$ cat src/rtl/tdr_pkg.sv
// Shared types and helpers for the TDR carry-latch readout.
// Helpers operate on a vector zero-extended to MAX_LATCH bits; banks wider
// than MAX_LATCH are not supported.
package tdr_pkg;

  localparam int unsigned MAX_LATCH  = 256;
  localparam int unsigned MAX_CODE_W = 9;

  typedef enum logic [2:0] {
    IDLE,
    ARM,
    SETTLE,
    CAPTURE,
    HOLD,
    CLEAR
  } state_e;

  // Bits needed to hold a count of 0..n
  function automatic int unsigned code_width(input int unsigned n);
    return $clog2(n + 1);
  endfunction

  // Number of set carries
  function automatic logic [MAX_CODE_W-1:0] popcount(input logic [MAX_LATCH-1:0] v);
    logic [MAX_CODE_W-1:0] sum;
    sum = '0;
    for (int i = 0; i < MAX_LATCH; i++) begin
      sum = sum + MAX_CODE_W'(v[i]);
    end
    return sum;
  endfunction

  // A set carry above any cleared carry breaks the thermometer
  function automatic logic bubble_detect(input logic [MAX_LATCH-1:0] v);
    logic seen_zero;
    logic bub;
    seen_zero = 1'b0;
    bub       = 1'b0;
    for (int i = 0; i < MAX_LATCH; i++) begin
      if (v[i] && seen_zero) bub = 1'b1;
      if (!v[i]) seen_zero = 1'b1;
    end
    return bub;
  endfunction

  // Binary to reflected Gray
  function automatic logic [MAX_CODE_W-1:0] gray_encode(input logic [MAX_CODE_W-1:0] b);
    return b ^ (b >> 1);
  endfunction

endpackage

$ cat src/rtl/tdr_sync.sv
// Multi-flop synchronizer bringing the asynchronous carry vector into clk.
module tdr_sync #(
  parameter int unsigned WIDTH  = 1,
  parameter int unsigned STAGES = 2
) (
  input  logic             clk,
  input  logic             rstb,
  input  logic [WIDTH-1:0] d,
  output logic [WIDTH-1:0] q
);

  logic [STAGES-1:0][WIDTH-1:0] stage_q;

  // Shift chain, stage 0 is the only flop that can go metastable
  always_ff @(posedge clk or negedge rstb) begin
    if (!rstb) stage_q <= '0;
    else       stage_q <= {stage_q[STAGES-2:0], d};
  end

  assign q = stage_q[STAGES-1];

endmodule

$ cat src/rtl/tdr_readout.sv
// TDR readout: arms the carry-latch bank, synchronizes the thermometer,
// converts it to a count with bubble flag and hands it off via valid/ready.
// Optional: define TDR_READOUT_GRAY_EN to present out_code Gray-encoded.
// The latches stay released from ARM until the result is accepted and are
// only pulled back into reset in CLEAR.
module tdr_readout
  import tdr_pkg::*;
#(
  parameter int unsigned N_LATCH     = 16,
  parameter int unsigned WINDOW      = 8,
  parameter int unsigned SYNC_STAGES = 2,
  parameter int unsigned CLR_CYCLES  = 2
) (
  input  logic                            clk,
  input  logic                            rstb,
  input  logic                            start,
  input  logic [N_LATCH-1:0]              carry_in,
  output logic                            lat_rstb,
  output logic                            busy,
  output logic                            out_valid,
  input  logic                            out_ready,
  output logic [code_width(N_LATCH)-1:0]  out_code,
  output logic                            out_bubble
);

  localparam int unsigned CODE_W    = code_width(N_LATCH);
  localparam int unsigned CNT_MAX_A = (WINDOW > SYNC_STAGES) ? WINDOW : SYNC_STAGES;
  localparam int unsigned CNT_MAX   = (CNT_MAX_A > CLR_CYCLES) ? CNT_MAX_A : CLR_CYCLES;
  localparam int unsigned CNT_W     = $clog2(CNT_MAX + 1);

  state_e                state_q, state_d;
  logic [CNT_W-1:0]      cnt_q, cnt_d;
  logic                  lat_rstb_d, busy_d, valid_d, bubble_d;
  logic [CODE_W-1:0]     code_d;
  logic [N_LATCH-1:0]    carry_sync;
  logic [MAX_LATCH-1:0]  sync_ext;
  logic [MAX_CODE_W-1:0] count_bin;

  tdr_sync #(
    .WIDTH  (N_LATCH),
    .STAGES (SYNC_STAGES)
  ) u_sync (
    .clk  (clk),
    .rstb (rstb),
    .d    (carry_in),
    .q    (carry_sync)
  );

  assign sync_ext  = MAX_LATCH'(carry_sync);
  assign count_bin = popcount(sync_ext);

  // State register, phase counter and registered outputs
  always_ff @(posedge clk or negedge rstb) begin
    if (!rstb) begin
      state_q    <= IDLE;
      cnt_q      <= '0;
      lat_rstb   <= 1'b0;
      busy       <= 1'b0;
      out_valid  <= 1'b0;
      out_code   <= '0;
      out_bubble <= 1'b0;
    end else begin
      state_q    <= state_d;
      cnt_q      <= cnt_d;
      lat_rstb   <= lat_rstb_d;
      busy       <= busy_d;
      out_valid  <= valid_d;
      out_code   <= code_d;
      out_bubble <= bubble_d;
    end
  end

  // Next state, counter reloads and next output values
  always_comb begin
    state_d  = state_q;
    cnt_d    = cnt_q;
    code_d   = out_code;
    bubble_d = out_bubble;

    unique case (state_q)
      IDLE: begin
        if (start) begin
          state_d = ARM;
          cnt_d   = CNT_W'(WINDOW - 1);
        end
      end
      ARM: begin
        if (cnt_q == '0) begin
          state_d = SETTLE;
          cnt_d   = CNT_W'(SYNC_STAGES - 1);
        end else begin
          cnt_d = cnt_q - CNT_W'(1);
        end
      end
      SETTLE: begin
        if (cnt_q == '0) state_d = CAPTURE;
        else             cnt_d   = cnt_q - CNT_W'(1);
      end
      CAPTURE: begin
        state_d  = HOLD;
`ifdef TDR_READOUT_GRAY_EN
        code_d   = CODE_W'(gray_encode(count_bin));
`else
        code_d   = CODE_W'(count_bin);
`endif
        bubble_d = bubble_detect(sync_ext);
      end
      HOLD: begin
        if (out_ready) begin
          state_d = CLEAR;
          cnt_d   = CNT_W'(CLR_CYCLES - 1);
        end
      end
      CLEAR: begin
        if (cnt_q == '0) state_d = IDLE;
        else             cnt_d   = cnt_q - CNT_W'(1);
      end
      default: state_d = IDLE;
    endcase

    lat_rstb_d = (state_d == ARM) || (state_d == SETTLE) ||
                 (state_d == CAPTURE) || (state_d == HOLD);
    busy_d     = (state_d != IDLE);
    valid_d    = (state_d == HOLD);
  end

endmodule

$ cat config.mk
export PLATFORM = sky130hd
export DESIGN_NAME = tdr_readout
export DESIGN_NICKNAME = d
export VERILOG_FILES = /design/src/rtl/tdr_pkg.sv /design/src/rtl/tdr_sync.sv /design/src/rtl/tdr_readout.sv
export SDC_FILE = /design/constraint.sdc
export NUM_CORES = 1
export LEC_CHECK = 0
export ABC_AREA = 0
export ABC_CLOCK_PERIOD_IN_PS = 4100
export BUFFER_PORTS_ARGS = -buffer_cell sky130_fd_sc_hd__buf_4
export CAP_MARGIN = 20
export CORE_MARGIN = 1
export CORE_UTILIZATION = 56
export CTS_CLUSTER_DIAMETER = 150
export DETAILED_ROUTE_END_ITERATION = 12
export PLACE_DENSITY_LB_ADDON = 0.25
export SETUP_SLACK_MARGIN = 0.02
export SYNTH_ARGS = -nofsm -noshare
export SYNTH_HDL_FRONTEND = slang
export SYNTH_SLANG_ARGS = --single-unit
$ cat constraint.sdc
create_clock -name clk -period 4.1 [get_ports clk]
set_input_delay 1.025 -clock clk [delete_from_list [all_inputs] [get_ports clk]]
set_output_delay 1.025 -clock clk [all_outputs]
set_load 0.01 [all_outputs]
Yosys cells after proc, flatten, opt, wreduce, memory -nomap -nowiden
Index checks and enable logic that the tools add are counted.
{"block": "classes", "add_sub_neg": 16, "multipliers": 0, "div": 0, "order_cmp": 0, "n_eq_ne": 12, "n_shift": 0, "mux": 56, "bitwise_logic": 0, "n_reduce_logical": 24}
{"operator": "$add A5 B1 Y5", "count": 11}
{"operator": "$mux W1", "count": 45}
{"operator": "$pmux W3 S6", "count": 1}
{"operator": "$mux W4", "count": 4}
{"operator": "$pmux W4 S4", "count": 1}
{"operator": "$logic_and A1 B1 Y1", "count": 15}
{"operator": "$mux W3", "count": 5}
{"operator": "$eq A3 B2 Y1 const B", "count": 4}
{"operator": "$eq A3 B3 Y1 const B", "count": 3}
{"operator": "$eq A3 B1 Y1 const B", "count": 2}
{"operator": "$ne A2 B2 Y1 const B", "count": 3}
{"operator": "$add A4 B1 Y5", "count": 1}
{"operator": "$add A3 B1 Y4", "count": 1}
{"operator": "$logic_not A4 Y1", "count": 1}
{"operator": "$reduce_and A4 Y1", "count": 1}
{"operator": "$reduce_bool A4 Y1", "count": 1}
{"operator": "$sub A4 B1 Y4 const B", "count": 1}
{"operator": "$add A2 B1 Y3", "count": 1}
{"operator": "$logic_not A3 Y1", "count": 1}
{"operator": "$logic_or A1 B1 Y1", "count": 3}
{"operator": "$reduce_bool A3 Y1", "count": 1}
{"operator": "$add A1 B1 Y2", "count": 1}
{"operator": "$reduce_or A2 Y1", "count": 1}
{"block": "totals", "regBits": 48, "latch_bits": 0, "ramBits": 0, "romBits": 0, "out_inout_bits": 9, "elab_cells": 117, "mem_count": 0}

Longest topological paths before layout
{"block": "depth", "word_depth": 32, "mapped_depth": 13}

By module
Synthesis repeated with hierarchy kept, for this count alone.
{"block": "hier_totals", "cells_unflattened": 188, "hier_area_um2": 2242.2}
{"mod": "tdr_readout", "n_inst": 1, "cells_per_inst": 140, "area_each_um2": 1321.3}
{"mod": "tdr_sync", "n_inst": 1, "cells_per_inst": 48, "area_each_um2": 920.9}

Least setup slack after synthesis
Ideal clock, no wire load.
{"block": "synth_path", "kind": "register to register", "from": "register u_sync.stage_q (netlist bit u_sync.q[0])", "to": "register out_code[3]", "setup_time_ns": 0.128, "t_arrival_ns": 3.230, "t_required_ns": 3.972, "path_slack_ns": 0.742, "stages_incl_launch_ff": 12, "path_buffers": 0, "path_cell_list": "dfrtp_1 > inv_1 > fa_1 > fa_1 > fa_1 > fa_1 > inv_1 > ha_1 > a21o_1 > a21oi_1 > xor2_1 > o21ai_0"}
{"block": "synth_via", "elab_chain_len": 15}
{"element": "from (decl)", "line_no": "tdr_sync.sv:12", "rtl": "logic [STAGES-1:0][WIDTH-1:0] stage_q;"}
{"element": "from (signal assigned)", "line_no": "tdr_sync.sv:17", "rtl": "else stage_q <= {stage_q[STAGES-2:0], d};"}
{"element": "$add A1 B1 Y2", "line_no": "tdr_pkg.sv:28", "rtl": "sum = sum + MAX_CODE_W'(v[i]);"}
{"element": "$add A2 B1 Y3", "line_no": "tdr_pkg.sv:28"}
{"element": "$add A3 B1 Y4", "line_no": "tdr_pkg.sv:28"}
{"element": "$add A4 B1 Y5", "line_no": "tdr_pkg.sv:28"}
{"element": "$add A5 B1 Y5 (11 in series)", "line_no": "tdr_pkg.sv:28"}
{"element": "to (signal assigned)", "line_no": "tdr_readout.sv:68", "rtl": "out_code <= code_d;"}
{"element": "to (decl)", "line_no": "tdr_readout.sv:22", "rtl": "output logic [code_width(N_LATCH)-1:0] out_code,"}
Every way passes these cells.
A chain may end at the register's enable or synchronous reset.

Final worst setup path
Ends and elaborated chain as after synthesis.

==> key figures <==
Place
  • Cells after DPL: 251
  • DP Area: 2410 µm²
  • Placer Congestion: 0.858
  • Port bufs: 28
  • Dpl hpwl: 2.66 mm

Clock network
  • CTS buffer count: 5
  • Clk Latency, worst-skew pair: 0.30 ns
  • CTS tree: yes
  • # H-tree levels: 2
  • Clock root buffer: clkbuf_8
  • Clock Path Buffers: 2
  • Clock Pin Slew Worst Setup and Hold Paths: 0.09 ns
  • # clock sinks: 48
  • # hold bufs at CTS: 0
  • Post-CTS resize count: 0
  • Post-CTS setup buffers: 0

Power and ir drop
  • VDD IR max: 303 µV
  • PD cells: 577 nW/µm²
  • Static leakage: 1.22 nW

Synthesis
  • Avg Inst Size Synth: 12.1 µm²
  • Number of synthesized flops with an enable pin: 0
  • Synthesized instance count: 179
  • Post-synth top flop: dfrtp_1
  • Synthesized area: 2170 µm²
  • Async set-or-reset flop fraction in the synthesized netlist: 100%
  • Seq cells post-synth: 48
  • Syn Nets: 217
  • Register area share after synthesis: 55.3%
  • Yosys Warn Count: 0
  • Yosys cell types: 41

Worst setup path
  • CP max stage delay: 0.59 ns
  • Delay-heaviest family, CP: adder cells
  • Crit-path cells: inv_1 > fa_1 > fa_1 > fa_1 > fa_1 > inv_1 > ha_1 > a21o_1 > a21oi_1 > xor2_1 > o21ai_0
  • Crit path kind: flop to flop
  • Most frequent cell on the critical path: fa_1
  • Critical Path RT: 4.28 ns
  • Crit path buffers/inverters: 2
  • Startpoint Class: flop
  • Slowest-stage cell, CP: fa_1
  • CP Capture Type: flop
  • Crit-path max FO: 4
  • Worst Path Arrival: 3.75 ns

Final layout
  • Final instance area: 2500 µm²
  • Non-Filler Instances: 259
  • Multi-input gate area: 835 µm²
  • Most common cell after layout, fill and taps aside: dfrtp_1
  • Final nets: 248
  • FF/Latch Area: 1200 µm²
  • Filler cells: 295
  • Diodes inserted: 0
  • Area delta synth->final: 15.3%
  • Commonest cells after routing, fill and taps aside: 48 x dfrtp_1, 28 x inv_1, 28 x buf_4
  • Fraction of layout cells with a size suffix above 1: 20.9%

Floorplan
  • Total Die Area: 4130 µm²
  • Initial Util: 58.9%
  • Core area: 3690 µm²
  • Vert. Die Dim: 64.3 µm
  • I/O pin cnt: 29
  • # rows: 22
  • Die width: 64.3 µm

Flow run
  • MaxCap Viol Count: 0

Drt
  • Routed wire length per instance: 13.3 µm
  • Residual DRC: 0
  • Via count: 1333
  • Initial drt markers: 41
  • Total wire length: 3.44 mm
  • Drt first pass iters: 4
  • Remaining antenna violation count: 0
  • Drt via density: 5.15

Timing
  • Highest clock rate: 280 MHz
  • TNS Setup: 0 ns
  • Tcrit/Tclk final: 87.2%
  • Worst-margin pin slew: 0.545 ns
  • RSZ-0062 raised after global routing: false
  • Max-slew headroom: 62.7%
  • Endpoints failing setup: 0
  • Tmin final: 3.58 ns
  • Clk_skew: 0.0118 ns
  • Final hold vios: 0
  • WHS: 0.341 ns
  • Slew Limit Fails: 0

Global routing
  • Grt peak-use layer: met2
  • Met1 usage: 24.4%
  • First-pass GRT wire length: 6.07 mm
  • Initial antenna violation count: 0
  • Grt total ovfl: 0
  • Largest net degree at the start of global routing: 49
  • Global Route Usage Sum: 20.1%
  • Met2 Use GR: 33.0%
  • Met3 Use GR: 5.71%
  • Number of global-route vias before repair: 1365

Status
  • Status: finished, final reports clean

Hold path
  • Min-Delay Path Class: flop to flop
[per-stage QoR]
step                      setup slack, ns  utilization, %  power [mW]
after detailed placement            0.474            65.5        1.18
after global routing                0.317            67.9        1.57
after CTS                           0.473            67.9        1.46
after floorplan                     0.742               -        1.02
after global placement              0.675            65.5        1.14
final                               0.524            67.9        1.45
[cells by family (layout without fill, tap and decap cells)]
family,count (synthesis),in the layout,share of synthesized area (%)
simple gates,41,41,11.2
fa+ha+maj,18,18,13.8
xor+xnor,3,3,1.21
buf+inv,33,65,6.33
flops,48,48,55.3
compound gates,33,33,10.7
mux,3,3,1.50
[cells in the mapped netlist (all sizes together) (3+ instances only)]
cell / number / area [µm²]
xor2: 3 / 26.3
a21oi: 6 / 41.3
inv: 29 / 109
buf: 4 / 28.8
nand2b: 12 / 75.1
o21ai: 11 / 55.1
dfrtp: 48 / 1200
fa: 10 / 200
o2bb2ai: 3 / 26.3
nor2: 6 / 25.0
ha: 8 / 100
nor2b: 3 / 18.8
nand2: 7 / 26.3
[worst reg2reg max path, stage by stage (launching register included)]
cell	delay, ns
dfrtp_1	0.39
inv_1	0.07
fa_1	0.56
fa_1	0.45
fa_1	0.44
fa_1	0.59
inv_1	0.06
ha_1	0.28
a21o_1	0.15
a21oi_1	0.19
xor2_1	0.17
o21ai_0	0.10
[routing by layer]
layer  vias up  share of wire [%]
li1        647                  -
met1       640                 43
met5         -                  0
met3         8                4.4
met2        38                 50
met4         0                2.1
[path summary, 6_finish.rpt]
kind                            slack [ns]               start           end  cells after the start
worst max-delay path                  0.52         u_sync.q[0]   out_code[3]                     11
worst min-delay path                  0.34  u_sync.stage_q[11]  u_sync.q[11]                      0
worst max register to register        0.52         u_sync.q[0]   out_code[3]                     11
worst min register to register        0.34  u_sync.stage_q[11]  u_sync.q[11]                      0
max in group asynchronous             3.00                rstb      cnt_q[3]                      1
min in group asynchronous             0.71                rstb   out_code[2]                      1
[sequential cells by signal (all words and copies together), names as in the netlist]
signal / count
u_sync.q: 16
u_sync.stage_q: 16
out_code: 5
cnt_q: 4
state_q: 3
busy: 1
lat_rstb: 1
out_bubble: 1
out_valid: 1
[where the power goes]
group | internal, mW | switching [mW] | leakage, nW | total [mW]
Sequential | 0.554 | 0.0775 | 0.569 | 0.632
Combinational | 0.261 | 0.276 | 0.602 | 0.537
Clock | 0.121 | 0.155 | 0.0445 | 0.276
Total | 0.936 | 0.509 | 1.22 | 1.45
[layout make-up]
class | instances | share of cell area [%]
sequential | 48 | 48.0
multi-input combinational | 98 | 33.3
timing repair buffer | 28 | 8.39
inverter | 29 | 4.35
clock buffer | 5 | 2.75
tap | 48 | 2.40
clock inverter | 3 | 0.849
No activity file was read; power rests on OpenSTA's default activity.
